$ cat src/rtl/fifo_rd_port_if.sv
// fifo_rd_port_if: signal bundle between a FIFO read port and its environment.
//   rd_en      consumer read request
//   wr_ptr     write pointer from the write side ([2:0] slot, [3] wrap bit)
//   mem_data   8 slots x 3 bits of storage, slot n at [3n+2:3n]
//   rd_ptr     read pointer ([2:0] slot, [3] wrap bit)
//   dout       registered read data
//   dout_valid one-cycle pulse marking new dout
//   empty      no entries stored
//   count      stored entries, 0..8
//   underflow  sticky: read requested while empty
//   ptr_err    sticky: pointer distance exceeded depth
// The slave modport is the read port itself, and the master modport is its environment.
interface fifo_rd_port_if;
    logic        rd_en;
    logic [3:0]  wr_ptr;
    logic [23:0] mem_data;
    logic [3:0]  rd_ptr;
    logic [2:0]  dout;
    logic        dout_valid;
    logic        empty;
    logic [3:0]  count;
    logic        underflow;
    logic        ptr_err;

    modport slave (
        input  rd_en, wr_ptr, mem_data,
        output rd_ptr, dout, dout_valid, empty, count, underflow, ptr_err
    );

    modport master (
        output rd_en, wr_ptr, mem_data,
        input  rd_ptr, dout, dout_valid, empty, count, underflow, ptr_err
    );
endinterface

$ cat src/rtl/fifo_rd_port.sv
// fifo_rd_port: read side of an 8-deep, 3-bit-wide FIFO.
//   clk    rising-edge clock
//   reset  asynchronous active-high reset
//   bus    fifo_rd_port_if.slave (rd_en, wr_ptr, mem_data in;
//          rd_ptr, dout, dout_valid, empty, count, underflow, ptr_err out)
// A read is accepted when rd_en=1, the FIFO is not empty, and the pointer
// distance is sane. The data appears on dout with dout_valid one cycle later.
module fifo_rd_port (
    input  logic           clk,
    input  logic           reset,
    fifo_rd_port_if.slave  bus
);
    localparam int PW    = 4;
    localparam int AW    = 3;
    localparam int DW    = 3;
    localparam int DEPTH = 8;

    logic [PW-1:0]            rd_ptr_q;
    logic [PW-1:0]            rd_ptr_inc;
    logic [PW-1:0]            carry;
    logic [PW-1:0]            count_c;
    logic [DEPTH-1:0][DW-1:0] mem_v;
    logic [DW-1:0]            slot;
    logic [DW-1:0]            dout_q;
    logic                     dout_valid_q;
    logic                     underflow_q;
    logic                     ptr_err_q;
    logic                     empty_c;
    logic                     ptr_bad;
    logic                     accept;

    // Empty and full are told apart by the wrap bit, so the distance mod 16 is the count.
    assign count_c = bus.wr_ptr - rd_ptr_q;
    assign empty_c = (rd_ptr_q == bus.wr_ptr);
    // A distance above DEPTH cannot come from a legal write pointer.
    assign ptr_bad = (count_c > PW'(DEPTH));
    assign accept  = bus.rd_en && !empty_c && !ptr_bad;

    assign mem_v = bus.mem_data;
    assign slot  = mem_v[rd_ptr_q[AW-1:0]];

    // Ripple incrementer. The carry out of bit 2 toggles the wrap bit.
    assign carry[0] = 1'b1;
    for (genvar i = 0; i < PW; i++) begin : g_inc
        assign rd_ptr_inc[i] = rd_ptr_q[i] ^ carry[i];
        if (i < PW - 1) begin : g_carry
            assign carry[i+1] = rd_ptr_q[i] & carry[i];
        end
    end

    always_ff @(posedge clk or posedge reset) begin
        if (reset) begin
            rd_ptr_q     <= '0;
            dout_q       <= '0;
            dout_valid_q <= 1'b0;
            underflow_q  <= 1'b0;
            ptr_err_q    <= 1'b0;
        end else begin
            dout_valid_q <= accept;
            if (accept) begin
                rd_ptr_q <= rd_ptr_inc;
                dout_q   <= slot;
            end
            if (bus.rd_en && empty_c) underflow_q <= 1'b1;
            if (ptr_bad)              ptr_err_q   <= 1'b1;
        end
    end

    assign bus.rd_ptr     = rd_ptr_q;
    assign bus.dout       = dout_q;
    assign bus.dout_valid = dout_valid_q;
    assign bus.empty      = empty_c;
    assign bus.count      = count_c;
    assign bus.underflow  = underflow_q;
    assign bus.ptr_err    = ptr_err_q;
endmodule

$ cat src/flat_wrapper.sv
// flat-port wrapper written by rule: the top's interface ports become plain ports
module fifo_rd_port_flat 
  (clk, reset, bus_rd_en, bus_wr_ptr, bus_mem_data, bus_rd_ptr, bus_dout, bus_dout_valid, bus_empty, bus_count, bus_underflow, bus_ptr_err);
  fifo_rd_port_if bus_i ();
  input  logic clk;
  input  logic reset;
  input wire logic [$bits(bus_i.rd_en)-1:0] bus_rd_en;
  input wire logic [$bits(bus_i.wr_ptr)-1:0] bus_wr_ptr;
  input wire logic [$bits(bus_i.mem_data)-1:0] bus_mem_data;
  output wire logic [$bits(bus_i.rd_ptr)-1:0] bus_rd_ptr;
  output wire logic [$bits(bus_i.dout)-1:0] bus_dout;
  output wire logic [$bits(bus_i.dout_valid)-1:0] bus_dout_valid;
  output wire logic [$bits(bus_i.empty)-1:0] bus_empty;
  output wire logic [$bits(bus_i.count)-1:0] bus_count;
  output wire logic [$bits(bus_i.underflow)-1:0] bus_underflow;
  output wire logic [$bits(bus_i.ptr_err)-1:0] bus_ptr_err;
  assign bus_i.rd_en = bus_rd_en;
  assign bus_i.wr_ptr = bus_wr_ptr;
  assign bus_i.mem_data = bus_mem_data;
  assign bus_rd_ptr = bus_i.rd_ptr;
  assign bus_dout = bus_i.dout;
  assign bus_dout_valid = bus_i.dout_valid;
  assign bus_empty = bus_i.empty;
  assign bus_count = bus_i.count;
  assign bus_underflow = bus_i.underflow;
  assign bus_ptr_err = bus_i.ptr_err;
  fifo_rd_port u_core (.clk(clk), .reset(reset), .bus(bus_i));
endmodule
$ cat config.mk
export PLATFORM = sky130hd
export DESIGN_NAME = fifo_rd_port_flat
export DESIGN_NICKNAME = d
export VERILOG_FILES = /design/src/rtl/fifo_rd_port_if.sv /design/src/rtl/fifo_rd_port.sv /design/src/flat_wrapper.sv
export SDC_FILE = /design/constraint.sdc
export NUM_CORES = 1
export LEC_CHECK = 0
export CORE_AREA = 2 2 51 53
export DETAILED_ROUTE_END_ITERATION = 7
export DIE_AREA = 0 0 53 55
export PLACE_DENSITY = 0.73
export REMOVE_ABC_BUFFERS = 1
export SYNTH_ARGS = -nofsm -noshare
export SYNTH_HDL_FRONTEND = slang
export SYNTH_SLANG_ARGS = --single-unit
$ cat constraint.sdc
create_clock -name clk -period 2.28 [get_ports clk]
set_clock_uncertainty 0.05 [all_clocks]
set_input_delay 0.456 -clock clk [delete_from_list [all_inputs] [get_ports clk]]
set_output_delay 0.456 -clock clk [all_outputs]
set_load 0.02 [all_outputs]
==> impl_metrics.yaml, run 1 <==
yosys:
  ys_warn_count: 0
  netlist_area_um2: 746
  syn_inst: 64
  synth.most_common_cell: "dfrtp_1"
  ys.flop_type: "dfrtp_1"
  synth_area_per_cell_um2: 11.7
  synth_top_area_share: 0.336
  ys_seq_elements: 10
  synthTopCellsByArea: "dfrtp_1 34%, mux4_2 18%, ha_1 8.4%"
  async_flop_share: 1.00
  synth_top_area_cell: "dfrtp_1"
  yosysSeqAreaShare: 0.336
  yosys-top-cells-count: "10 x dfrtp_1, 9 x nand2_1, 8 x inv_1"
  synth_cell_types: 21
  synth_edf_count: 0
drt:
  vias_per_cell: 4.57
  ant_nets: 0
  drt-initial-drc-count: 2
  wl_per_cell_um: 12.0
  drc: 0
  drtPass1Iterations: 3
  wirelength_mm: 1.92
  dr_total_vias: 735
die:
  die_w_um: 53
  placementRows: 18
  fp.dieH_um: 55
  die-area_um2: 2920
  start_util: 0.315
  io_pins: 46
  core_um2: 2360
critical_path:
  cp-end-kind: "register"
  path_max_fanout: 7
  crit_family: "adder cells"
  cpPeakStageDelay_ns: 0.41
  cp_cell_sequence: "ha_2 -> fa_1 -> xnor2_2 -> or3_4 -> a31oi_4 -> buf_12 -> mux2_4"
  crit_buf_inv: 1
  path_class: "register to register"
  cp-start-kind: "register"
  cp.arrival_ns: 2.39
  required_ns: 2.38
  crit_path_top_delay_cell: "fa_1"
clock_tree:
  cts_tree: "built"
  ctsHoldBuffers: 0
  clkLatencyLatePin_ns: 0.27
  numCtsBuffers: 3
  cts.root.buffer_cell: "clkbuf_4"
  cts_max_level: 1
  clock_path_buffers: 2
  clock_sinks: 10
  clk_pin_slew_ns: 0.06
timing:
  rsz0062_at_grt: "yes"
  finalSetupViolCount: 5
  worst_pin_slew_ns: 0.494
  max_freq_mhz: 436
  fin_crit_sh: 1.01
  period_needed_ns: 2.29
  finalHoldViolations: 0
  finalMaxSlewViolations: 0
  slew-limit-headroom: 0.667
  finalWorstSetupSlack_ns: -0.0128
  setup_tns_ns: -0.0523
placed_design:
  dp_hpwl_mm: 1.51
  place_area_um2: 1320
  io_buffers: 45
  gp_congestion: 0.766
global_route:
  gr-total-overflow: 0
  grt_use_total: 0.157
  grt_pass1_wl_mm: 3.19
  antenna_found_initial: 0
  grt_pass1_vias: 797
  grt_max_degree: 11
pwr:
  internal-power_mw: 1.30
  power_frac_seq: 0.148
  ir_worst_vdd_uv: 1010
  power_density_nw_per_um2: 1400
  p_clk_frac: 0.075
  swShare: 0.380
  power_leakage_nw: 0.673
  combPwrFrac: 0.777
  switching_power_mw: 0.793
worst_hold_path:
  hold_path_class: "input pin to async pin"
finish:
  fin_nets: 169
  drive_above_1_share: 0.382
  area_growth_pct: 99.5
  diodes: 0
  stdcell_area_um2: 1490
  num-fill-cells: 207
outcome:
  status: "finished, violations left"
  violations: "setup timing"
flow_run:
  max_cap_viol_count: 0
[flip-flops by register name (all words and copies together), names as in the netlist]
signal,flops
u_core.bus.rd_ptr,4
u_core.bus.dout,3
u_core.bus.dout_valid,1
u_core.bus.ptr_err,1
u_core.bus.underflow,1
[cells by family (layout without fill, tap and decap cells)]
logic type               count (synthesis)  count (layout)  share of synthesized area
flip-flops                              10              10                      0.336
buffers and inverters                   10              77                     0.0520
AND/OR/NAND/NOR                         15              15                      0.102
multiplexers                            11              11                      0.257
AO/OA/AOI/OAI                            7               7                     0.0839
adder cells (fa/ha/maj)                  6               6                      0.111
XOR/XNOR                                 5               5                     0.0587
[placed cells by master, fill, tap and decap left out, types with 3 or more instances in the layout]
cell type / count
xor2_1: 3
a21o_1: 3
inv_2: 3
dlygate4sd2_1: 3
buf_4: 18
clkdlybuf4s50_1: 38
dfrtp_1: 10
nand2_1: 9
mux4_2: 6
inv_1: 5
mux2_4: 5
clkbuf_4: 3
[per-layer routing]
layer	part of all wire	vias to the layer above	global-route usage
met3	0.080	4	0.0511
met4	0.015	0	0.0641
li1	-	360	-
met5	0	-	0
met2	0.54	32	0.319
met1	0.36	339	0.143
[power groups by stage]
stage               sequential (mW)  combinational (mW)  clock, mW
floorplan                     0.467               0.588          0
global route                  0.318                1.76      0.172
detailed placement            0.307                1.35          0
global placement              0.305                1.34          0
CTS                           0.307                1.57      0.164
finish                        0.309                1.62      0.157
[worst reg2reg max path: stages, from the launching register on]
cell and delay [ns]:
dfrtp_1 0.39, ha_2 0.20, fa_1 0.41, xnor2_2 0.16, or3_4 0.36, a31oi_4 0.17
buf_12 0.15, mux2_4 0.29
[layout make-up]
class | instances | area, µm² | share of cell area
Inverter | 8 | 30.0 | 0.0202
Timing Repair Buffer | 65 | 611 | 0.410
Multi-Input combinational cell | 44 | 523 | 0.352
Tap cell | 30 | 37.5 | 0.0252
Sequential cell | 10 | 250 | 0.168
Clock buffer | 4 | 36.3 | 0.0244
[path summary, 6_finish.rpt]
path | from | endpoint | slack, ns | cells past startpoint
max in group asynchronous | reset | u_core.bus.rd_ptr[2] | 1.52 | 2
setup / recovery | u_core.bus.rd_ptr[0] | u_core.bus.rd_ptr[1] | -0.01 | 7
hold reg to reg | u_core.bus.underflow | u_core.bus.underflow | 0.41 | 1
hold / removal | reset | u_core.bus.dout_valid | 0.40 | 2
setup reg to reg | u_core.bus.rd_ptr[0] | u_core.bus.rd_ptr[1] | -0.01 | 7
min in group clk | u_core.bus.underflow | u_core.bus.underflow | 0.41 | 1
[per-stage QoR]
stage          utilization  hold slack, ns  cells  power, mW  setup WS, ns
2_1_floorplan            -           0.246     62       1.05        -0.405
3_3_place_gp         0.559           0.392    150       1.64        -0.702
3_5_place_dp         0.559           0.394    150       1.66        -0.730
4_1_cts              0.614           0.409    159       2.04       -0.0507
5_1_grt              0.629           0.422    161       2.25       -0.0784
6_report             0.629           0.402    161       2.09       -0.0128
[timing repair]
action	4_1_cts	5_1_grt
gates resized for setup	28	7
pin swaps	7	4
buffers inserted	5	2
endpoints found under the setup margin	13	11
Note: power is estimated with default switching activity, not from simulation.
==> run 2: changes to the inputs <==
Settings changed: ABC_CLOCK_PERIOD_IN_PS set to 2280, CTS_CLUSTER_DIAMETER set to 150, PLACE_DENSITY 0.73 to 0.81.
==> run 2 against run 1 <==
Net effect:
- the run still ends with setup timing left
- register-to-register slack got worse by 0.03 ns
- final cell count is 1.2% lower
- worst setup slack worse by 0.032 ns
- first-iteration DRC count is 100% lower
- sequential cell count unchanged
==> impl_metrics.yaml, run 2 (synthesis gave the netlist of run 1 again) <==
timing:
  finalWorstSetupSlack_ns: -0.0444
  slew-limit-headroom: 0.710
  finalMaxSlewViolations: 0
  worst_pin_slew_ns: 0.431
  fin_crit_sh: 1.02
  setup_tns_ns: -0.161
  finalHoldViolations: 0
  finalSetupViolCount: 4
  period_needed_ns: 2.32
  fin_hold_ws_ns: 0.412
  rsz0062_at_grt: "yes"
  max_freq_mhz: 430
global_route:
  grt_max_degree: 11
  grt_use_total: 0.153
  gr-total-overflow: 0
  antenna_found_initial: 0
  grt_pass1_vias: 788
  grt_pass1_wl_mm: 3.17
worst_hold_path:
  hold_end: "u_core.bus.underflow"
  hold_start: "u_core.bus.underflow"
  hold_path_class: "register to register"
  min_path_cells: 1
outcome:
  status: "finished, violations left"
  violations: "setup timing"
finish:
  post-route-util: 0.614
  largest_reg_flops: 4
  stdcell_count: 159
  seqCellArea_um2: 250
  drive_above_1_share: 0.364
  area_growth_pct: 94.6
  final_common_cell: "clkdlybuf4s50_1"
  num-fill-cells: 199
  diodes: 0
  multi_input_area_um2: 505
  final_cell_mix: "38 x clkdlybuf4s50_1, 16 x buf_4, 10 x dfrtp_1, 9 x nand2_1, 6 x mux4_2"
  fin_nets: 167
drt:
  wl_per_cell_um: 11.9
  drc: 0
  vias_per_cell: 4.56
  dr_total_vias: 725
  wirelength_mm: 1.90
  ant_nets: 0
  drtPass1Iterations: 1
  drt-initial-drc-count: 0
critical_path:
  cpPeakStageDelay_ns: 0.55
  cp_cell_sequence: "buf_6 -> fa_1 -> inv_2 -> or3_4 -> a31oi_4 -> buf_12 -> mux2_4"
  r2r_end: "u_core.bus.dout[2]"
  crit_path_top_delay_cell: "fa_1"
  r2r_setup_slack_ns: -0.04
  reg2reg_depth: 7
  r2r-start: "u_core.bus.rd_ptr[1]"
  required_ns: 2.38
  path_class: "register to register"
  cp-end-kind: "register"
  path_max_fanout: 6
  cp.arrival_ns: 2.42
  cp-start-kind: "register"
clock_tree:
  cts.root.buffer_cell: "clkbuf_4"
  numCtsBuffers: 3
  cts_max_level: 1
  clkLatencyLatePin_ns: 0.26
  cts_tree: "built"
  clk_pin_slew_ns: 0.07
  clock_path_buffers: 2
  clock_sinks: 10
die:
  die-area_um2: 2920
  io_pins: 46
  die_w_um: 53
  placementRows: 18
  fp.dieH_um: 55
  start_util: 0.315
  core_um2: 2360
flow_run:
  max_cap_viol_count: 0
pwr:
  ir_worst_vdd_uv: 639
  power_density_nw_per_um2: 1370
  power_leakage_nw: 0.652
placed_design:
  dp.cells: 151
  dp_hpwl_mm: 1.56
  post-place-ws_ns: -0.709
  gp_congestion: 0.745
  io_buffers: 45
-- run 2: through the flow --
stage	total power, mW	cell area, µm²
after floorplan	1.05	737
after global placement	1.64	1330
after detailed placement	1.67	1330
after CTS	1.99	1440
after global routing	2.16	1450
final	1.99	1450
-- run 2: routing by layer --
metal  wire length (µm)  global-route usage
met1                713               0.163
met2               1020               0.302
met3                140              0.0349
met4                 25              0.0385
met5                  0                   0
-- run 2: timing repair --
action,4_1_cts,5_1_grt
buffers inserted,3,1
pin swaps,6,6
setup endpoints to repair,14,11
gates cloned,0,0
resized for setup,26,8
hold buffers,0,0
-- run 2: worst max-delay path: cells and delay by family, from the launching register on --
kind	cells	cell delay (ns)
buffers and inverters	3	0.33
adders and majority gates	1	0.55
DFF	1	0.40
AOI/OAI and AO/OA	1	0.20
muxes	1	0.29
and+or+nand+nor	1	0.39
-- run 2: report_power, final --
part           total, mW  switching [mW]  internal, mW
Sequential         0.306          0.0454         0.261
Clock              0.159          0.0625        0.0968
Combinational       1.53           0.660         0.869
-- run 2: final cells by class --
class | count | share of cell area
repair buffers | 63 | 0.408
inverters | 8 | 0.0207
clock buffers | 4 | 0.0250
flip-flops and latches | 10 | 0.172
multi-input cells | 44 | 0.348
well taps | 30 | 0.0259
-- run 2: how the worst max path moves through the flow --
stage | cells after the start | end | slack, ns | from
final | 7 | u_core.bus.dout[2] | -0.04 | u_core.bus.rd_ptr[1]
after global routing | 7 | u_core.bus.dout[0] | -0.1 | u_core.bus.rd_ptr[1]
after CTS | 7 | u_core.bus.dout[2] | -0.08 | u_core.bus.rd_ptr[0]
after floorplan | 6 | u_core.bus.dout[0] | -0.40 | u_core.bus.rd_ptr[0]
after detailed placement | 6 | bus_count[3] | -0.71 | bus_wr_ptr[2]
after global placement | 6 | bus_count[3] | -0.70 | bus_wr_ptr[2]
